===== src/rtl/ser_wr_pkg.sv =====
// ser_wr_pkg -- shared definitions for the serial write-port deserializer.
//   SER_WR_DATA_W : data bits per frame (8)
//   SER_WR_ADDR_W : register sub-address width (4)
//   SER_WR_CNT_W  : bit counter width (counts 0..8)
//   ser_wr_state_e: frame FSM states
//   even_parity_ok: 1 when data plus parity bit holds an even number of ones
package ser_wr_pkg;

  localparam int SER_WR_DATA_W = 8;
  localparam int SER_WR_ADDR_W = 4;
  localparam int SER_WR_CNT_W  = 4;

  typedef enum logic [1:0] {
    ST_IDLE  = 2'd0,
    ST_SHIFT = 2'd1,
    ST_PAR   = 2'd2,
    ST_DONE  = 2'd3
  } ser_wr_state_e;

  function automatic logic even_parity_ok(input logic [SER_WR_DATA_W-1:0] data,
                                          input logic                     par_bit);
    return ~(^data ^ par_bit);
  endfunction

endpackage


===== src/rtl/ser_wr_shreg.sv =====
// ser_wr_shreg -- 8-bit MSB-first shift register with load-clear and bit counter.
// Optional feature macro: SER_WR_PARITY_EN selects which data view is exported.
//   clk, rst  : clock, synchronous active-high reset
//   clr       : clear data and bit counter (has priority over shift_en)
//   shift_en  : shift bit_in into the LSB, increment the counter
//   bit_in    : serial data bit
//   last      : counter says the next shift takes the final data bit
//   data      : (SER_WR_PARITY_EN) registered shift contents
//   data_nxt  : (default build) contents as they will be after shifting bit_in
module ser_wr_shreg
  import ser_wr_pkg::*;
(
  input  logic                     clk,
  input  logic                     rst,
  input  logic                     clr,
  input  logic                     shift_en,
  input  logic                     bit_in,
  output logic                     last,
`ifdef SER_WR_PARITY_EN
  output logic [SER_WR_DATA_W-1:0] data
`else
  output logic [SER_WR_DATA_W-1:0] data_nxt
`endif
);

  logic [SER_WR_DATA_W-1:0] data_q, data_d, shifted;
  logic [SER_WR_CNT_W-1:0]  cnt_q, cnt_d;

  assign shifted = {data_q[SER_WR_DATA_W-2:0], bit_in};
  assign last    = (cnt_q == SER_WR_CNT_W'(SER_WR_DATA_W - 1));

`ifdef SER_WR_PARITY_EN
  assign data     = data_q;
`else
  assign data_nxt = shifted;
`endif

  always_comb begin
    data_d = data_q;
    cnt_d  = cnt_q;
    if (clr) begin
      data_d = '0;
      cnt_d  = '0;
    end else if (shift_en) begin
      data_d = shifted;
      cnt_d  = cnt_q + SER_WR_CNT_W'(1);
    end
  end

  always_ff @(posedge clk) begin
    if (rst) begin
      data_q <= '0;
      cnt_q  <= '0;
    end else begin
      data_q <= data_d;
      cnt_q  <= cnt_d;
    end
  end

endmodule


===== src/rtl/ser_wr_deser.sv =====
// ser_wr_deser -- deserializes bus write cycles carrying one serial bit each
// into a data byte tagged with the register sub-address of the frame.
// Optional feature macro: SER_WR_PARITY_EN adds an even-parity bit after the data.
//   clk, rst   : clock, synchronous active-high reset
//   SSER       : serial-port select, active-low
//   BA13, BA12 : address window (BA13=0, BA12=1)
//   BA7_4      : register sub-address
//   BR_W       : bus direction, 1=read 0=write
//   SDWR       : serial write-data bit
//   rx_data    : last received byte
//   rx_addr    : sub-address captured with rx_data
//   rx_valid   : one-cycle pulse when rx_data/rx_addr update
//   rx_ferr    : one-cycle pulse on aborted frame or parity failure
//   busy       : frame in progress
module ser_wr_deser
  import ser_wr_pkg::*;
(
  input  logic                     clk,
  input  logic                     rst,
  input  logic                     SSER,
  input  logic                     BA13,
  input  logic                     BA12,
  input  logic [SER_WR_ADDR_W-1:0] BA7_4,
  input  logic                     BR_W,
  input  logic                     SDWR,
  output logic [SER_WR_DATA_W-1:0] rx_data,
  output logic [SER_WR_ADDR_W-1:0] rx_addr,
  output logic                     rx_valid,
  output logic                     rx_ferr,
  output logic                     busy
);

  ser_wr_state_e            state_q, state_d;
  logic [SER_WR_ADDR_W-1:0] addr_q, addr_d;
  logic [SER_WR_DATA_W-1:0] rx_data_q, rx_data_d;
  logic [SER_WR_ADDR_W-1:0] rx_addr_q, rx_addr_d;
  logic                     rx_valid_q, rx_valid_d;
  logic                     rx_ferr_q, rx_ferr_d;
  logic                     busy_q, busy_d;

  logic qual, start, addr_ok, abort;
  logic sh_clr, sh_shift, sh_last;
`ifdef SER_WR_PARITY_EN
  logic [SER_WR_DATA_W-1:0] sh_data;
`else
  logic [SER_WR_DATA_W-1:0] sh_data_nxt;
`endif

  assign qual    = ~SSER & ~BA13 & BA12 & ~BR_W;
  assign start   = qual & SDWR;
  assign addr_ok = (BA7_4 == addr_q);
  // Deselect aborts regardless of cycle type; an address change only counts
  // on a qualifying write, so reads never disturb a frame.
  assign abort   = SSER | (qual & ~addr_ok);

  ser_wr_shreg u_shreg (
    .clk      (clk),
    .rst      (rst),
    .clr      (sh_clr),
    .shift_en (sh_shift),
    .bit_in   (SDWR),
    .last     (sh_last),
`ifdef SER_WR_PARITY_EN
    .data     (sh_data)
`else
    .data_nxt (sh_data_nxt)
`endif
  );

  always_comb begin
    state_d    = state_q;
    addr_d     = addr_q;
    rx_data_d  = rx_data_q;
    rx_addr_d  = rx_addr_q;
    rx_valid_d = 1'b0;
    rx_ferr_d  = 1'b0;
    sh_clr     = 1'b0;
    sh_shift   = 1'b0;

    case (state_q)
      // DONE behaves like IDLE for start detection so a start bit in the
      // pulse cycle begins the next frame without losing it.
      ST_IDLE, ST_DONE: begin
        if (start) begin
          state_d = ST_SHIFT;
          addr_d  = BA7_4;
          sh_clr  = 1'b1;
        end else begin
          state_d = ST_IDLE;
        end
      end

      ST_SHIFT: begin
        if (abort) begin
          state_d   = ST_IDLE;
          rx_ferr_d = 1'b1;
          sh_clr    = 1'b1;
        end else if (qual) begin
          sh_shift = 1'b1;
          if (sh_last) begin
`ifdef SER_WR_PARITY_EN
            state_d    = ST_PAR;
`else
            state_d    = ST_DONE;
            rx_data_d  = sh_data_nxt;
            rx_addr_d  = addr_q;
            rx_valid_d = 1'b1;
`endif
          end
        end
      end

`ifdef SER_WR_PARITY_EN
      ST_PAR: begin
        if (abort) begin
          state_d   = ST_IDLE;
          rx_ferr_d = 1'b1;
          sh_clr    = 1'b1;
        end else if (qual) begin
          if (even_parity_ok(sh_data, SDWR)) begin
            state_d    = ST_DONE;
            rx_data_d  = sh_data;
            rx_addr_d  = addr_q;
            rx_valid_d = 1'b1;
          end else begin
            state_d   = ST_IDLE;
            rx_ferr_d = 1'b1;
            sh_clr    = 1'b1;
          end
        end
      end
`endif

      default: state_d = ST_IDLE;
    endcase

    busy_d = (state_d == ST_SHIFT) || (state_d == ST_PAR);
  end

  always_ff @(posedge clk) begin
    if (rst) begin
      state_q    <= ST_IDLE;
      addr_q     <= '0;
      rx_data_q  <= '0;
      rx_addr_q  <= '0;
      rx_valid_q <= 1'b0;
      rx_ferr_q  <= 1'b0;
      busy_q     <= 1'b0;
    end else begin
      state_q    <= state_d;
      addr_q     <= addr_d;
      rx_data_q  <= rx_data_d;
      rx_addr_q  <= rx_addr_d;
      rx_valid_q <= rx_valid_d;
      rx_ferr_q  <= rx_ferr_d;
      busy_q     <= busy_d;
    end
  end

  assign rx_data  = rx_data_q;
  assign rx_addr  = rx_addr_q;
  assign rx_valid = rx_valid_q;
  assign rx_ferr  = rx_ferr_q;
  assign busy     = busy_q;

endmodule

===== config.mk =====
export PLATFORM = sky130hd
export DESIGN_NAME = ser_wr_deser
export DESIGN_NICKNAME = d
export VERILOG_FILES = /design/src/rtl/ser_wr_pkg.sv /design/src/rtl/ser_wr_shreg.sv /design/src/rtl/ser_wr_deser.sv
export SDC_FILE = /design/constraint.sdc
export NUM_CORES = 1
export LEC_CHECK = 0
export ABC_AREA = 1
export CORE_UTILIZATION = 40
export DETAILED_ROUTE_END_ITERATION = 7
export SLEW_MARGIN = 40
export SYNTH_ARGS = -nofsm -noshare
export SYNTH_HDL_FRONTEND = slang
export SYNTH_SLANG_ARGS = --single-unit

===== constraint.sdc =====
create_clock -name clk -period 2.2 [get_ports clk]
set_input_delay 0.33 -clock clk [delete_from_list [all_inputs] [get_ports clk]]
set_output_delay 0.33 -clock clk [all_outputs]
set_load 0.01 [all_outputs]

**Yosys cells after proc, flatten, opt, wreduce, memory -nomap -nowiden**

Cells that the tools add are included.

- Output and inout port bits: 15
- Word-level logic and storage cells: 49
- Bits in registers: 32
- Input bits: 11

- Muxes and demuxes: 12
- Bitwise gates (word level): 13
- Reductions and logical operators: 8
- Equality and inequality tests: 6
- Add/subtract/negate cells: 1

Operators with widths:

| operator | number |
|---|---|
| $mux 1 | 7 |
| $not 1->1 | 7 |
| $mux 2 | 3 |
| $reduce_or 2->1 | 3 |
| $and 1x1->1 | 5 |
| $add 4x1->4 const B | 1 |
| $eq 2x1->1 const B | 2 |
| $eq 2x2->1 const B | 2 |
| $eq 4x3->1 const B | 1 |
| $eq 4x4->1 | 1 |
| $pmux 2 s2 | 1 |
| $reduce_and 4->1 | 1 |
| $reduce_or 4->1 | 1 |
| $logic_not 2->1 | 1 |
| $pmux 1 s2 | 1 |
| $reduce_and 2->1 | 1 |
| $logic_or 1x1->1 | 1 |
| $or 1x1->1 | 1 |

**Depth between registers and ports, before layout**

- Depth in word-level cells: 10
- Depth in mapped cells: 13
- Mapped depth without buffers: 12

**By module**

A second synthesis with hierarchy kept.

- Cell total of the unflattened synthesis: 189
- Area, all modules: 1376.3 um^2

By module, submodules not included:

| module | instances | sequential area each (um^2) | cells an instance | area each (um^2) |
|---|---|---|---|---|
| ser_wr_deser | 1 | 420.4 | 133 | 952.2 |
| ser_wr_shreg | 1 | 220.2 | 56 | 424.2 |

**Worst setup path after synthesis**

No wires, ideal clock.

- Path kind: input-to-reg
- Start: input port BR_W
- End: register rx_addr_q[3] (netlist: rx_addr[3])
- Library setup time: 0.142 ns
- Path slack: 0.809 ns
- Stages on the path: 9
- Arrival: 1.249 ns
- Path buffers: 1
- Required time: 2.058 ns
- Cell sequence: inv_1 nand2_1 nor2_8 nand4_2 nor2_4 inv_2 buf_6 nand2_1 a21oi_2

- Longest elaborated chain between the ends: 6

Ends and longest elaborated chain:

| element | line | text |
|---|---|---|
| start: declaration | ser_wr_deser.sv:24 | `input logic BR_W,` |
| $not 1->1 (*) | ser_wr_deser.sv:49 | `assign qual = ~SSER & ~BA13 & BA12 & ~BR_W;` |
| $and 1x1->1 (*) | ser_wr_deser.sv:49 |  |
| $and 1x1->1 | ser_wr_deser.sv:54 | `assign abort = SSER \| (qual & ~addr_ok);` |
| $or 1x1->1 | ser_wr_deser.sv:54 |  |
| $not 1->1 (no line) | n/a |  |
| $reduce_and 4->1 (no line) (*) | n/a |  |
| end signal: assignment | ser_wr_deser.sv:153 | `rx_addr_q <= rx_addr_d;` |
| end: declaration | ser_wr_deser.sv:36 | `logic [SER_WR_ADDR_W-1:0] rx_addr_q, rx_addr_d;` |

Every way passes the cells marked *; elsewhere a longest branch is shown, timed or not.
A chain may end at the register's enable or synchronous reset.

**Worst setup path in the final report**

- Start: input port SSER
- End: register rx_data_q[4] (netlist: rx_data[4])

- Longest elaborated chain between the ends: 8

Ends and longest elaborated chain:

| element | line | text |
|---|---|---|
| start: declaration | ser_wr_deser.sv:20 | `input logic SSER,` |
| $not 1->1 | ser_wr_deser.sv:49 |  |
| $and 1x1->1 (3 in series) | ser_wr_deser.sv:49 |  |
| $and 1x1->1 | ser_wr_deser.sv:54 |  |
| $or 1x1->1 | ser_wr_deser.sv:54 |  |
| $not 1->1 (no line) | n/a |  |
| $reduce_and 4->1 (no line) (*) | n/a |  |
| end signal: assignment | ser_wr_deser.sv:152 | `rx_data_q <= rx_data_d;` |
| end: declaration | ser_wr_deser.sv:35 | `logic [SER_WR_DATA_W-1:0] rx_data_q, rx_data_d;` |

Marks and branches as above.

==> metrics.cfg <==
[outcome]
status=completed

[timing]
setup_viol=0
skew_ps=6.48
fmax_ghz=0.598
hold_viol=0
setup_tns_ps=0
rsz0062_at_grt=false
relSlewSlack_pct=81.4
tightest_slew_ps=278
finalCriticalPeriod_ps=1670
slew_viol_final=0
min_period_over_period_pct=76.0

[final_layout]
area_growth_pct=24.2
nNetsFinal=253
n_antenna_cell=0
multi_input_area_sq_um=764
layout_commonest_cell=nor2_1
drive_gt1_share_pct=22.5
layout_common_cells=nor2_1, nand2_1, dfxtp_1, inv_1, clkdlybuf4s50_1
fillers=377
final-seq-area_sq_um=641
final_cells=288

[routing]
routedWlPerCell_um=9.44
vias=1237
dr.pass1.iters=4
routed_wl_mm=2.72
drc=0
antenna_left=0
drtIter0Drc=27
viasPerCell=4.30

[setup_path]
r2r_setup_slack_ps=640
worstPathCellList=clkdlybuf4s50_1, clkinv_2, nand2_2, nor2_8, nand4_2, nor2_4, buf_4, nand2_2, a21oi_2
cp_common_cell=nand2_2
reg2regPathDepth=8
cp_slowest_stage_delay_ps=440
critPathLaunchType=input port
crit_fanout=7
path_class=in2reg
rr_startpoint=u_shreg.cnt_q[0]
cp_slowest_cell=clkdlybuf4s50_1
r2r_end=rx_data[4]
endpoint_kind=flop
arrival_ps=1890
critical_path_required_ps=2420

[worst_hold_path]
min_to=rx_data[2]
hold_depth=2
worstHoldStart=u_shreg.data_q[1]
hold_path.class=reg2reg

[die]
die_area_sq_um=4220
die_x_um=64.9
ioPinCount=26
initial_utilization_pct=42.6
die_h_um=64.9
core_sq_um=3720
std_cell_rows=22

[global_route]
grt_pass1_vias=1140
antenna_found_initial=0
gr-total-overflow=0
grt_pass1_wl_mm=5.10
grt_start_max_net_pins=14
track_usage_pct=15.7

[synth]
yosys_warnings=0
synthCells=210
synth_seq_cells=32
ys_types=26
synth_area_sq_um=1580
synth_area_leaders=dfxtp_1, nor2_1, nand2_1
synth.largest_area_cell=dfxtp_1
synth.net_count=224
syn_area_per_cell_sq_um=7.54
synth_seq_area_share_pct=40.4
netlist.area_leader.share_pct=40.4

[clock_network]
clkLatencyLatePin_ps=280
h-tree-depth=2
numCtsBuffers=5
post_cts_buffers=0
cts-resized-gates=0
cts_tree=built
root_buffer=clkbuf_8
clk_pin_slew_ps=70
hold_buffers=0
cts.sinks=32
cts.path.max_buffers=2

[placement]
placedCellCount=280
routabilityCongestion=0.794
io_buffers=25
place.detailed.hpwl_mm=2.01

[power]
power.density_nw_per_um2=616
leakage_nw=0.774
peakVddDrop_v=0.000336

[job]
drv_cap=0

cell type report:
cell class / count / area share [%]
inverters: 31 / 5.98
well taps: 48 / 3.05
clock buffers: 5 / 3.50
repair buffers: 28 / 13.9
flip-flops and latches: 32 / 32.6
multi-input cells: 141 / 38.9
clock inverters: 3 / 2.16
synth_stat cells, drive strengths merged:
cell / number
a21oi: 18
and2: 1
buf: 5
clkbuf: 1
clkinv: 1
dfxtp: 32
ha: 3
inv: 30
nand2: 58
nand3: 3
nand4: 3
nor2: 47
nor3: 1
o21ai: 4
xnor2: 2
xor2: 1
cells by family after synthesis:
group	Yosys count	synth area share (%)
adders and majority gates	3	2.37
and+or+nand+nor	113	34.9
xor gates and xnor gates	3	1.66
DFF	32	40.4
buffers and inverters	37	11.3
AOI/OAI and AO/OA	22	9.32
critical path, delay by kind of cell:
family / cells / cell delay (ps)
buffers and inverters: 3 / 760
AO/OA/AOI/OAI: 1 / 120
AND/OR/NAND/NOR: 5 / 670
how the worst max path moves through the flow:
stage	start	endpoint	slack, ps	depth (start not counted)
after global placement	SSER	rx_data[1]	250	9
after detailed placement	SSER	rx_data[4]	220	9
final	SSER	rx_data[4]	530	9
after CTS	SSER	rx_data[4]	520	9
after global routing	BA7_4[3]	u_shreg.cnt_q[1]	380	11
after floorplan	BR_W	rx_addr[3]	810	9
registers in the layout, summed over array words and instances, names as in the netlist:
signal          count
state_q             2
addr_q              4
u_shreg.data_q      7
rx_addr             4
u_shreg.cnt_q       4
rx_ferr             1
rx_valid            1
busy                1
rx_data             8
where the power goes:
group | internal, mW | switching, mW
clock network | 0.335 | 0.226
registers | 0.581 | 0.00148
logic | 0.0296 | 0.0389
through the flow:
stage / util (%) / hold WS [ps] / instance area (sq um) / setup slack [ps] / total power [mW]
finish: 52.9 / 467 / 1970 / 527 / 1.21
global route: 52.9 / 484 / 1970 / 381 / 1.26
CTS: 52.9 / 470 / 1970 / 520 / 1.23
detailed placement: 49.9 / 459 / 1860 / 219 / 0.665
global placement: 49.9 / 458 / 1860 / 252 / 0.665
floorplan: - / 451 / 1580 / 809 / 0.639
routing by layer:
metal  track usage (%)  share of wire, %
met3              4.23               3.4
met5                 0                 0
met1              21.7                53
met4              8.33               2.4
met2              21.9                41
No activity file was read; power rests on OpenSTA's default activity.
